<file path="config.mk">
export PLATFORM = sky130hd
export DESIGN_NAME = fetch_ctrl_flat
export DESIGN_NICKNAME = d
export VERILOG_FILES = /design/src/rtl/fetch_ctrl_if.sv /design/src/rtl/fetch_ctrl.sv /design/src/flat_wrapper.sv
export SDC_FILE = /design/constraint.sdc
export NUM_CORES = 1
export LEC_CHECK = 0
export ABC_AREA = 1
export ABC_CLOCK_PERIOD_IN_PS = 3700
export CORE_ASPECT_RATIO = 0.9
export CORE_UTILIZATION = 25
export DETAILED_ROUTE_END_ITERATION = 6
export PLACE_DENSITY = 0.52
export SETUP_SLACK_MARGIN = 0.02
export SLEW_MARGIN = 20
export SYNTH_ARGS = -nofsm -noshare
export SYNTH_HDL_FRONTEND = slang
export SYNTH_SLANG_ARGS = --single-unit
</file>
<file path="constraint.sdc">
create_clock -name i_clk -period 3.7 [get_ports i_clk]
set_input_delay 0.74 -clock i_clk [delete_from_list [all_inputs] [get_ports i_clk]]
set_output_delay 0.74 -clock i_clk [all_outputs]
set_load 0.02 [all_outputs]
</file>
<file path="src/rtl/fetch_ctrl_if.sv">
// fetch_ctrl_if: bundles the memory port and the execute-stage handshake
// of the fetch/sequencing controller.
//   master : the controller (drives o_*, samples i_*)
//   slave  : memory + execute side (drives i_*, samples o_*)
interface fetch_ctrl_if;
    logic [31:0] o_mem_addr;
    logic        o_mem_write;
    logic [7:0]  o_mem_data;
    logic [7:0]  i_mem_data;
    logic [31:0] o_inst;
    logic [31:0] o_pc;
    logic        o_ex_valid;
    logic        i_ex_done;
    logic        i_pc_change;
    logic [31:0] i_new_pc;
    logic [31:0] i_ex_mem_addr;
    logic        i_ex_mem_write;
    logic [7:0]  i_ex_mem_data;
    logic [7:0]  o_ex_mem_data;
    logic        i_halt;
    logic        o_halted;
    logic        o_fault;
    logic [31:0] o_retired;

    modport master (
        output o_mem_addr, o_mem_write, o_mem_data, o_inst, o_pc, o_ex_valid,
               o_ex_mem_data, o_halted, o_fault, o_retired,
        input  i_mem_data, i_ex_done, i_pc_change, i_new_pc, i_ex_mem_addr,
               i_ex_mem_write, i_ex_mem_data, i_halt
    );

    modport slave (
        input  o_mem_addr, o_mem_write, o_mem_data, o_inst, o_pc, o_ex_valid,
               o_ex_mem_data, o_halted, o_fault, o_retired,
        output i_mem_data, i_ex_done, i_pc_change, i_new_pc, i_ex_mem_addr,
               i_ex_mem_write, i_ex_mem_data, i_halt
    );
endinterface

</file>
<file path="src/rtl/fetch_ctrl.sv">
// fetch_ctrl: sequencing control for the multi-cycle RV32I core.
// Fetches each instruction as four little-endian byte reads over the shared
// byte-wide memory port, hands it to execute, waits for completion and
// updates the PC. The memory port belongs to fetch in FETCH and to execute
// in EXEC; it is idle otherwise.
// Ports:
//   i_clk, i_rst   clock, synchronous active-high reset
//   bus (master)   memory port, instruction/PC to execute, execute handshake,
//                  halt request, halted/fault status, retired count
//
// state | meaning
// FETCH | reading byte k (0..3) of the instruction at o_pc
// EXEC  | execute owns the instruction and the memory port
// HALT  | idle after a halted instruction boundary, resumes when i_halt drops
// FAULT | misaligned next PC; only reset leaves
module fetch_ctrl #(
    parameter int          DATA_WIDTH = 8,
    parameter logic [31:0] RESET_PC   = 32'h0000_0000
) (
    input logic          i_clk,
    input logic          i_rst,
    fetch_ctrl_if.master bus
);
    localparam logic [1:0] ST_FETCH = 2'd0;
    localparam logic [1:0] ST_EXEC  = 2'd1;
    localparam logic [1:0] ST_HALT  = 2'd2;
    localparam logic [1:0] ST_FAULT = 2'd3;

    logic [1:0]  state_q, state_d;
    logic [1:0]  k_q, k_d;
    logic [31:0] inst_q, inst_d;
    logic [31:0] pc_q, pc_d;
    logic [31:0] retired_q, retired_d;
    logic [31:0] next_pc;

    logic [31:0] mem_addr;
    logic        mem_write;
    logic [7:0]  mem_data;
    logic [7:0]  ex_mem_data;

    assign next_pc = bus.i_pc_change ? bus.i_new_pc : pc_q + 32'd4;

    always_comb begin
        state_d     = state_q;
        k_d         = k_q;
        inst_d      = inst_q;
        pc_d        = pc_q;
        retired_d   = retired_q;
        mem_addr    = 32'd0;
        mem_write   = 1'b0;
        mem_data    = 8'd0;
        ex_mem_data = 8'd0;
        case (state_q)
            ST_FETCH: begin
                mem_addr = pc_q + {30'd0, k_q};
                inst_d[int'(k_q)*DATA_WIDTH +: DATA_WIDTH] = bus.i_mem_data;
                // k is 2 bits wide, so it returns to 0 after the last byte
                k_d = k_q + 2'd1;
                if (k_q == 2'd3) begin
                    state_d = ST_EXEC;
                end
            end
            ST_EXEC: begin
                mem_addr    = bus.i_ex_mem_addr;
                mem_write   = bus.i_ex_mem_write;
                mem_data    = bus.i_ex_mem_data;
                ex_mem_data = bus.i_mem_data;
                if (bus.i_ex_done) begin
                    retired_d = retired_q + 32'd1;
                    if (next_pc[1:0] != 2'b00) begin
                        // PC stays on the faulting instruction for debug
                        state_d = ST_FAULT;
                    end else begin
                        pc_d    = next_pc;
                        state_d = bus.i_halt ? ST_HALT : ST_FETCH;
                    end
                end
            end
            ST_HALT: begin
                if (!bus.i_halt) begin
                    state_d = ST_FETCH;
                end
            end
            default: begin
                state_d = ST_FAULT;
            end
        endcase
    end

    always_ff @(posedge i_clk) begin
        if (i_rst) begin
            state_q   <= ST_FETCH;
            k_q       <= 2'd0;
            inst_q    <= 32'd0;
            pc_q      <= RESET_PC;
            retired_q <= 32'd0;
        end else begin
            state_q   <= state_d;
            k_q       <= k_d;
            inst_q    <= inst_d;
            pc_q      <= pc_d;
            retired_q <= retired_d;
        end
    end

    assign bus.o_mem_addr    = mem_addr;
    assign bus.o_mem_write   = mem_write;
    assign bus.o_mem_data    = mem_data;
    assign bus.o_ex_mem_data = ex_mem_data;
    assign bus.o_inst        = inst_q;
    assign bus.o_pc          = pc_q;
    assign bus.o_retired     = retired_q;
    assign bus.o_ex_valid    = (state_q == ST_EXEC);
    assign bus.o_halted      = (state_q == ST_HALT) || (state_q == ST_FAULT);
    assign bus.o_fault       = (state_q == ST_FAULT);
endmodule

</file>
<file path="src/flat_wrapper.sv">
// flat-port wrapper written by rule: the top's interface ports become plain ports
module fetch_ctrl_flat 
#(
    parameter int          DATA_WIDTH = 8,
    parameter logic [31:0] RESET_PC   = 32'h0000_0000
)
  (i_clk, i_rst, bus_o_mem_addr, bus_o_mem_write, bus_o_mem_data, bus_o_inst, bus_o_pc, bus_o_ex_valid, bus_o_ex_mem_data, bus_o_halted, bus_o_fault, bus_o_retired, bus_i_mem_data, bus_i_ex_done, bus_i_pc_change, bus_i_new_pc, bus_i_ex_mem_addr, bus_i_ex_mem_write, bus_i_ex_mem_data, bus_i_halt);
  fetch_ctrl_if bus_i ();
  input logic i_clk;
  input logic i_rst;
  output wire logic [$bits(bus_i.o_mem_addr)-1:0] bus_o_mem_addr;
  output wire logic [$bits(bus_i.o_mem_write)-1:0] bus_o_mem_write;
  output wire logic [$bits(bus_i.o_mem_data)-1:0] bus_o_mem_data;
  output wire logic [$bits(bus_i.o_inst)-1:0] bus_o_inst;
  output wire logic [$bits(bus_i.o_pc)-1:0] bus_o_pc;
  output wire logic [$bits(bus_i.o_ex_valid)-1:0] bus_o_ex_valid;
  output wire logic [$bits(bus_i.o_ex_mem_data)-1:0] bus_o_ex_mem_data;
  output wire logic [$bits(bus_i.o_halted)-1:0] bus_o_halted;
  output wire logic [$bits(bus_i.o_fault)-1:0] bus_o_fault;
  output wire logic [$bits(bus_i.o_retired)-1:0] bus_o_retired;
  input wire logic [$bits(bus_i.i_mem_data)-1:0] bus_i_mem_data;
  input wire logic [$bits(bus_i.i_ex_done)-1:0] bus_i_ex_done;
  input wire logic [$bits(bus_i.i_pc_change)-1:0] bus_i_pc_change;
  input wire logic [$bits(bus_i.i_new_pc)-1:0] bus_i_new_pc;
  input wire logic [$bits(bus_i.i_ex_mem_addr)-1:0] bus_i_ex_mem_addr;
  input wire logic [$bits(bus_i.i_ex_mem_write)-1:0] bus_i_ex_mem_write;
  input wire logic [$bits(bus_i.i_ex_mem_data)-1:0] bus_i_ex_mem_data;
  input wire logic [$bits(bus_i.i_halt)-1:0] bus_i_halt;
  assign bus_o_mem_addr = bus_i.o_mem_addr;
  assign bus_o_mem_write = bus_i.o_mem_write;
  assign bus_o_mem_data = bus_i.o_mem_data;
  assign bus_o_inst = bus_i.o_inst;
  assign bus_o_pc = bus_i.o_pc;
  assign bus_o_ex_valid = bus_i.o_ex_valid;
  assign bus_o_ex_mem_data = bus_i.o_ex_mem_data;
  assign bus_o_halted = bus_i.o_halted;
  assign bus_o_fault = bus_i.o_fault;
  assign bus_o_retired = bus_i.o_retired;
  assign bus_i.i_mem_data = bus_i_mem_data;
  assign bus_i.i_ex_done = bus_i_ex_done;
  assign bus_i.i_pc_change = bus_i_pc_change;
  assign bus_i.i_new_pc = bus_i_new_pc;
  assign bus_i.i_ex_mem_addr = bus_i_ex_mem_addr;
  assign bus_i.i_ex_mem_write = bus_i_ex_mem_write;
  assign bus_i.i_ex_mem_data = bus_i_ex_mem_data;
  assign bus_i.i_halt = bus_i_halt;
  fetch_ctrl #(.DATA_WIDTH(DATA_WIDTH), .RESET_PC(RESET_PC)) u_core (.i_clk(i_clk), .i_rst(i_rst), .bus(bus_i));
endmodule
</file>
# Yosys cells after proc, flatten, opt, wreduce, memory -nomap -nowiden
# Cells that the tools add are included.
# totals
ff_bits	100
latch_bits	0
mem_bits_rw	0
rom_bits	0
inputBits	86
output_inout_bits	148
word_cells	38
n_memories	0
# classes
n_addsub	5
mul	0
div	0
order_cmp	0
eq_ne	7
shifts	2
n_mux	12
n_bitwise	1
reduce_logical	6
# op_table
operator	count
case mux 32 bit (2 select lines)	1
negator 5 -> 33 bit	1
variable shift 8 x 33 -> 32 bit (first input constant)	1
variable part select 8 x 33 -> 32 bit	1
adder 32 x 1 -> 32 bit (second input constant)	1
adder 32 x 2 -> 32 bit	1
adder 32 x 3 -> 32 bit (second input constant)	1
bitwise mux 32 bit	1
two-way mux 32 bit	1
two-way mux 8 bit	2
two-way mux 2 bit	5
equality test 2 bit (second input constant)	3
case mux 2 bit (3 select lines)	1
AND reduction 3 bit	2
inequality test 2 x 1 -> 1 bit (second input constant)	2
adder 2 x 1 -> 2 bit (second input constant)	1
equality test 2 x 1 -> 1 bit (second input constant)	1
zero test 2 bit	1
inequality test 2 bit (second input constant)	1
AND reduction 2 bit	1
nonzero test 2 bit	1
logical OR 1 bit	1
two-way mux 1 bit	1
NOT 1 bit	1

# Logic depth before layout (Yosys ltp)
# logic_depth
ltp_word	6
depth_mapped	11
ltp_nobuf	11

# Least setup slack after synthesis
# Ideal clock, no wire load.
# synth_path
path_type	reg2out
from	register u_core.pc_q[3], in the netlist u_core.bus.o_pc[3]
to	output port bus_o_mem_addr[10]
t_arrival_ns	1.955
setup_slack_ns	1.005
path_stages_with_launch	8
path_buffers	0
cell_sequence	dfxtp_1 -> ha_1 -> nand3_1 -> nor2_4 -> inv_1 -> o21ai_0 -> o211ai_1 -> o21ai_0
# synth_via
elab_chain_len	2
# synth_rtl
item	line_no	text
start, declared	fetch_ctrl.sv:32	logic [31:0] pc_q, pc_d;
start signal, assigned	fetch_ctrl.sv:101	pc_q <= pc_d;
adder 32 x 2 -> 32 bit	fetch_ctrl.sv:55	mem_addr = pc_q + {30'd0, k_q};
case mux 32 bit (2 select lines)	fetch_ctrl.sv:53	case (state_q)
end, declared	flat_wrapper.sv:11	output wire logic [$bits(bus_i.o_mem_addr)-1:0] bus_o_mem_addr;
# No other way between the ends.

# Worst setup path after layout
# layout_path
from	register u_core.pc_q[3], in the netlist u_core.bus.o_pc[3]
to	output port bus_o_mem_addr[26]
# The elaborated chain is that of the path after synthesis.

==> impl_summary.md <==
Placement
The post-detailed-placement half-perimeter wirelength is 19,700 um. After detailed placement, the total cell area comes to 9220 sq um. During placement, the flow inserted port buffers numbering 233.

At the end of routability-driven placement, the weighted congestion stood at 0.868.

Logic synthesis
The most used flip-flop cell after synthesis is sky130_fd_sc_hd__dfxtp_1. The area of the mapped netlist is 6540 sq um. The count of flip-flops with a built-in enable after synthesis is 0.

The mean instance size in the synthesized netlist is 6.05 sq um. The number of storage elements in the synthesis netlist is 100. The number of cells produced by synthesis is 1,081. Yosys printed 0 warnings. The share of Yosys cell area claimed by the top area cell type is 0.306.

The post-synthesis cell type with the largest combined area is sky130_fd_sc_hd__dfxtp_1. The distinct cell type count after synthesis is 42. Of all flip-flops after synthesis, the portion carrying an async set or reset was 0. The number of nets handed over by synthesis was 1,177.

By area the synthesized netlist is led by sky130_fd_sc_hd__dfxtp_1 31%, sky130_fd_sc_hd__nand2_1 18%, sky130_fd_sc_hd__nor2_1 11%. The share of the Yosys chip area taken by registers is 0.306.

Pwr
The analysis attributes to cell leakage a power of 0.00369 uW. Dividing total power by cell area gives a power density of 374 nW/um^2. VDD sags by at most 0.000274 V.

Timing
For the final database, setup skew stands at 0.0116 ns. Setup repair after global routing left no endpoint under its margin. Dividing the final minimum period by the clock period gives 0.941. For the final routed database, the setup TNS stands at 0 ns. The final count of hold timing violations is 0. The number of slew-limit violations in the final report is 0. For the pin with the worst max-slew slack, the measured transition is 0.742 ns. The worst path needs 3.48 ns of the cycle, external delays included.

The worst pin sits at a relative slew slack of 0.505. Based on the critical path, the design can be clocked at up to 287 MHz. The number of failing setup endpoints in the final timing report is 0.

Drt
Dividing the detail-routed wire length by the instance count gives 16.0 um. The post-detailed-route DRC marker count is 0. The via count is 7,745. In the routed layout, each cell is associated on average with a via count of 4.69. The final layout contains routed wiring with a total length of 26,400 um. The count of nets left with antenna violations once routing finished came out at 0. The pre-antenna-repair detailed-routing pass consisted of 5 iterations.

In this run, the number of DRC markers left after iteration 0 of detailed routing was 579.

Cells and area
The number of antenna diodes in the final layout is 0. For this run, the post-layout net count is 1,399. For this run, the share of the core covered by cells in the final layout is 0.377. Relative to the synthesized area, the layout overhead comes to 46.6%.

The library cell used most frequently in the layout, excluding fill and tap cells, is sky130_fd_sc_hd__nand2_1. The finished cells cover 9590 sq um. The library cells used most frequently in the layout, excluding fill and tap cells, are 307 x sky130_fd_sc_hd__nand2_1, 225 x sky130_fd_sc_hd__clkdlybuf4s50_1, 179 x sky130_fd_sc_hd__nor2_1, 100 x sky130_fd_sc_hd__inv_1, 99 x sky130_fd_sc_hd__dfxtp_1. In the final layout, the share of cells above drive strength 1 is 0.0619.

The total of fill cells in the finished design is 2,749.

Critical path
The slowest stage of the critical path is the sky130_fd_sc_hd__clkdlybuf4s50_1 cell. STA classifies the critical path startpoint as a flip-flop. The buffer and inverter count on the worst path is 1. The path depth of the worst reg2reg path is 9. STA classifies the critical path endpoint as an output port. For the worst setup path, the data arrival time is 2.74 ns. The critical path crosses 10 cells after its start point. The delay of the slowest critical-path stage is 0.59 ns. On the critical path the largest part of the delay comes from simple AND/OR/NAND/NOR gates.

Along the worst path, the maximum fanout reaches 10. STA puts the critical path data required time at 2.96 ns. The signal on the critical path passes through ha_2 > nand3_1 > nor2_4 > nand2_4 > nor2_8 > nand2_1 > o21ai_1 > nand3_1 > nand2_1 > clkdlybuf4s50_1.

The critical path is of the flip-flop to output port type.

Clock tree
The total clock buffers created by CTS is 9. Counting along the longest clock path gives a buffer depth of 2. TritonCTS built the clock tree. The clock tree synthesis step divided the H-tree into 3 levels. The TritonCTS sink count is 100.

The clock reaches the later pin of the worst-skew pair after 0.36 ns. The tree is rooted in a sky130_fd_sc_hd__clkbuf_16. After clock tree synthesis, the clock-pin slew on the worst setup and hold paths is 0.08 ns.

Global route
Entering global routing, the biggest net connects 62 pins. The aggregate global routing overflow is 0. The number of global-route vias before repair is 7,217. The number of antenna violations at the first check in global routing is 1. The first global-routing pass estimated 40,300 um of wire. The total global-route track usage is 0.197.

Min path
The number of cells on the worst hold path is 2. The type of the most critical hold path is flip-flop to flip-flop.

Flow run
The number of max-cap violations is 0.

Floorplan
The initial standard-cell utilization of the core is 0.258. The die is 172 um wide. During I/O placement, the number of pins put on the boundary was 234. The die covers 26,800 sq um. The die is 155 um tall. The number of standard-cell rows in the floorplan is 55. The area of the core region is 25,400 sq um.

Status
The flow ran to the end, and the final reports show no timing, DRC or antenna violations.
[worst paths after layout]
kind / startpoint / slack (ns) / end
max: u_core.bus.o_pc[3]$_SDFFE_PP0P_ / 0.22 / bus_o_mem_addr[26]
min: u_core.bus.o_inst[30]$_SDFFE_PP0P_ / 0.47 / u_core.bus.o_inst[30]$_SDFFE_PP0P_
max reg2reg: u_core.state_q[0]$_SDFFE_PP0P_ / 1.20 / u_core.bus.o_pc[8]$_SDFFE_PP0P_
min reg2reg: u_core.bus.o_inst[30]$_SDFFE_PP0P_ / 0.47 / u_core.bus.o_inst[30]$_SDFFE_PP0P_
[registers in the layout, indices dropped and copies added (netlist names)]
name                  flops
u_core.bus.o_inst        32
u_core.bus.o_pc          32
u_core.k_q                2
u_core.bus.o_retired     32
u_core.state_q            2
[tightest hold or removal path, stage by stage (launching register included)]
cell and delay, ns:
sky130_fd_sc_hd__dfxtp_1 0.31, sky130_fd_sc_hd__nand2_1 0.06, sky130_fd_sc_hd__a21oi_1 0.06
[what timing repair did]
action                     CTS  global route
setup endpoints to repair    0            14
hold buffers                 0             0
resized for setup            0            15
buffers inserted             0             3
[synthesized netlist by cell type (all sizes together), types with 2 or more instances]
| cell | instances |
|---|---|
| xor2 | 6 |
| nor3 | 15 |
| ha | 9 |
| o21a | 3 |
| or2 | 2 |
| clkinv | 2 |
| dfxtp | 100 |
| nor2 | 204 |
| buf | 12 |
| a32o | 2 |
| inv | 105 |
| nand3 | 56 |
| nand3b | 5 |
| a21oi | 89 |
| o21ai | 66 |
| a22o | 3 |
| clkbuf | 26 |
| nand4 | 32 |
| a22oi | 14 |
| nand2 | 315 |
| a31oi | 6 |
[final cells by class]
cell class	instances	area [sq um]	area share
Timing Repair Buffer	249	2460	0.257
Multi-Input combinational cell	836	3980	0.415
Inverter	107	405	0.0423
Sequential cell	100	2000	0.209
Clock inverter	6	68.8	0.00718
Clock buffer	10	239	0.0249
Tap cell	342	428	0.0446
[through the flow]
stage,hold WS [ns],setup slack (ns),power [uW],cells
final,0.471,0.220,3580,1650
after global routing,0.490,0.0170,3790,1650
after CTS,0.474,0.0587,3630,1647
after detailed placement,0.459,0.471,2610,1631
after global placement,0.453,0.526,2610,1631
after floorplan,0.523,1.00,2000,1081
[report_power, final]
part           switching, uW  total (uW)  internal [uW]
combinational            861        1360            504
clock                    503        1000            498
sequential              76.0        1220           1140
[routing by layer]
layer | vias to the layer above | track usage | routed length (um)
li1 | 3948 | - | -
met1 | 3512 | 0.261 | 12300
met2 | 259 | 0.306 | 11300
met3 | 24 | 0.0672 | 2470
met4 | 2 | 0.0413 | 358
met5 | - | 0 | 13
[cell families (layout without fill, tap and decap cells)]
group                    count (synthesis)  count (layout)  synth area share
buffers and inverters                  145             372            0.0876
XOR/XNOR                                 7               7           0.00938
adder cells (fa/ha/maj)                 10              10            0.0203
flip-flops                             100             100             0.306
AND/OR/NAND/NOR                        631             631             0.419
AO/OA/AOI/OAI                          188             188             0.158
Power figures use the tool's default switching activity.
==> RTL edit: new RTL, same flow settings <==
Put a register stage on the output `bus.o_fault`. The value now appears one clock later.
--- a/src/rtl/fetch_ctrl.sv
+++ b/src/rtl/fetch_ctrl.sv
@@ -114,3 +114,5 @@
     assign bus.o_halted      = (state_q == ST_HALT) || (state_q == ST_FAULT);
-    assign bus.o_fault       = (state_q == ST_FAULT);
+    always_ff @(posedge i_clk) begin
+        bus.o_fault <= (state_q == ST_FAULT);
+    end
 endmodule
Check against the original RTL: not equivalent (a bounded check fails within 10 cycles, from zero or initial values and one cycle with i_rst high).
==> RTL edit against the original RTL <==
Design area down 0.31%. Power fell by 0.45%. Synthesized area is 0.31% higher. Sequential cell count rose by 1. First-iteration DRC count fell by 7.8%. Fmax down 0.41%. Sequential share of layout area grew 0.29 points. Worst setup slack got worse by 0.014 ns. Routed wire length is 2.2% lower. Largest power group unchanged.
==> RTL edit: results (changes against the original RTL) <==
<table>
<tr><th>Metric</th><th>Value</th></tr>
<tr><th colspan="2">Detailed routing</th></tr>
<tr><td>Pre-Repair DR Iteration Count</td><td>4 (-1)</td></tr>
<tr><td>Post-detailed-routing wire length</td><td>25.84 mm (-2.2%)</td></tr>
<tr><td>Met3 WL post-DR</td><td>2.056 mm (-17%)</td></tr>
<tr><td>Initial drt markers</td><td>534 (-7.8%)</td></tr>
<tr><th colspan="2">Setup path</th></tr>
<tr><td>Beginning of the critical path</td><td>u_core.k_q[0]$_SDFFE_PP0P_</td></tr>
<tr><td>Worst setup endpoint</td><td>bus_o_mem_addr[20]</td></tr>
<tr><td>Reg-to-reg slack, setup</td><td>1.30 ns (+0.10 ns)</td></tr>
<tr><td>Family of cells with the greatest summed delay on the critical path</td><td>buffers and inverters</td></tr>
<tr><td>Crit Reg-Reg Endpoint</td><td>u_core.bus.o_pc[5]$_SDFFE_PP0P_</td></tr>
<tr><th colspan="2">Global route</th></tr>
<tr><td>Global-route wire length before repair</td><td>40.57 mm (+0.70%)</td></tr>
<tr><td>Initial antenna violation count</td><td>3 (+2)</td></tr>
<tr><td>GR Util met3</td><td>5.824% (-0.89 points)</td></tr>
<tr><td>Met2 Track Usage GR</td><td>30.68% (+0.077 points)</td></tr>
<tr><th colspan="2">Yosys</th></tr>
<tr><td>Leading post-synthesis cells by cell area</td><td>sky130_fd_sc_hd__dfxtp_1 (31%), sky130_fd_sc_hd__nand2_1 (18%), sky130_fd_sc_hd__nor2_1 (10%), sky130_fd_sc_hd__a21oi_1 (6.8%), sky130_fd_sc_hd__inv_1 (5.7%)</td></tr>
<tr><td>Compound-cell area share of the yosys netlist</td><td>15.72% (-0.048 points)</td></tr>
<tr><td>Net Count, Synth</td><td>1178 (+0.085%)</td></tr>
<tr><td>Synth cell count leaders</td><td>sky130_fd_sc_hd__nand2_1 (307), sky130_fd_sc_hd__nor2_1 (183), sky130_fd_sc_hd__dfxtp_1 (101), sky130_fd_sc_hd__inv_1 (100), sky130_fd_sc_hd__a21oi_1 (89)</td></tr>
<tr><td>Fraction of the yosys area taken by sequential cells</td><td>30.83% (+0.21 points)</td></tr>
<tr><td>Parity-gate share of the synthesized area counting xor and xnor cells</td><td>0.9348% (-0.0029 points)</td></tr>
<tr><th colspan="2">Place</th></tr>
<tr><td>Number of cells in the design after placement</td><td>1630 (-0.061%)</td></tr>
<tr><td>Gp weighted congestion</td><td>0.8757 (+0.91%)</td></tr>
<tr><th colspan="2">STA</th></tr>
<tr><td>Slew margin rel.</td><td>52.24% (+1.7 points)</td></tr>
<tr><td>Period utilisation layout</td><td>94.45% (+0.39 points)</td></tr>
<tr><th colspan="2">Run status</th></tr>
<tr><td>Outcome</td><td>complete, no violations</td></tr>
<tr><th colspan="2">Power and ir drop</th></tr>
<tr><td>Combinational cell fraction of total power</td><td>38.2% (about the same)</td></tr>
<tr><td>Portion of total power attributed to sequential cells</td><td>34.5% (+0.5 points)</td></tr>
</table>
## RTL edit: changes by cell type in the layout (fill, tap and decap cells not counted), moves of 2 or more
cell                              delta
sky130_fd_sc_hd__clkdlybuf4s50_1     +7
sky130_fd_sc_hd__buf_4               -4
sky130_fd_sc_hd__dlymetal6s2s_1      -7
sky130_fd_sc_hd__clkinv_8            -2
sky130_fd_sc_hd__clkinvlp_4          -2
## RTL edit: final cells by class
cell class                 instances  area, µm²
fill                            2818      15910
clock buffer                      10      239.0
inverter                         107      401.6
tap                              342      427.9
sequential                       101       2024
multi-input combinational        836       3974
timing repair buffer             246       2437
clock inverter                     6      51.30
## RTL edit: through the flow
step           utilization, %  hold slack [ns]  power, µW
5_1_grt                 37.53           0.4920       3794
2_1_floorplan               -           0.4509       2008
3_3_place_gp            36.28           0.4507       2637
6_report                37.53           0.4727       3569
3_5_place_dp            36.28           0.4598       2629
4_1_cts                 37.42           0.4766       3627
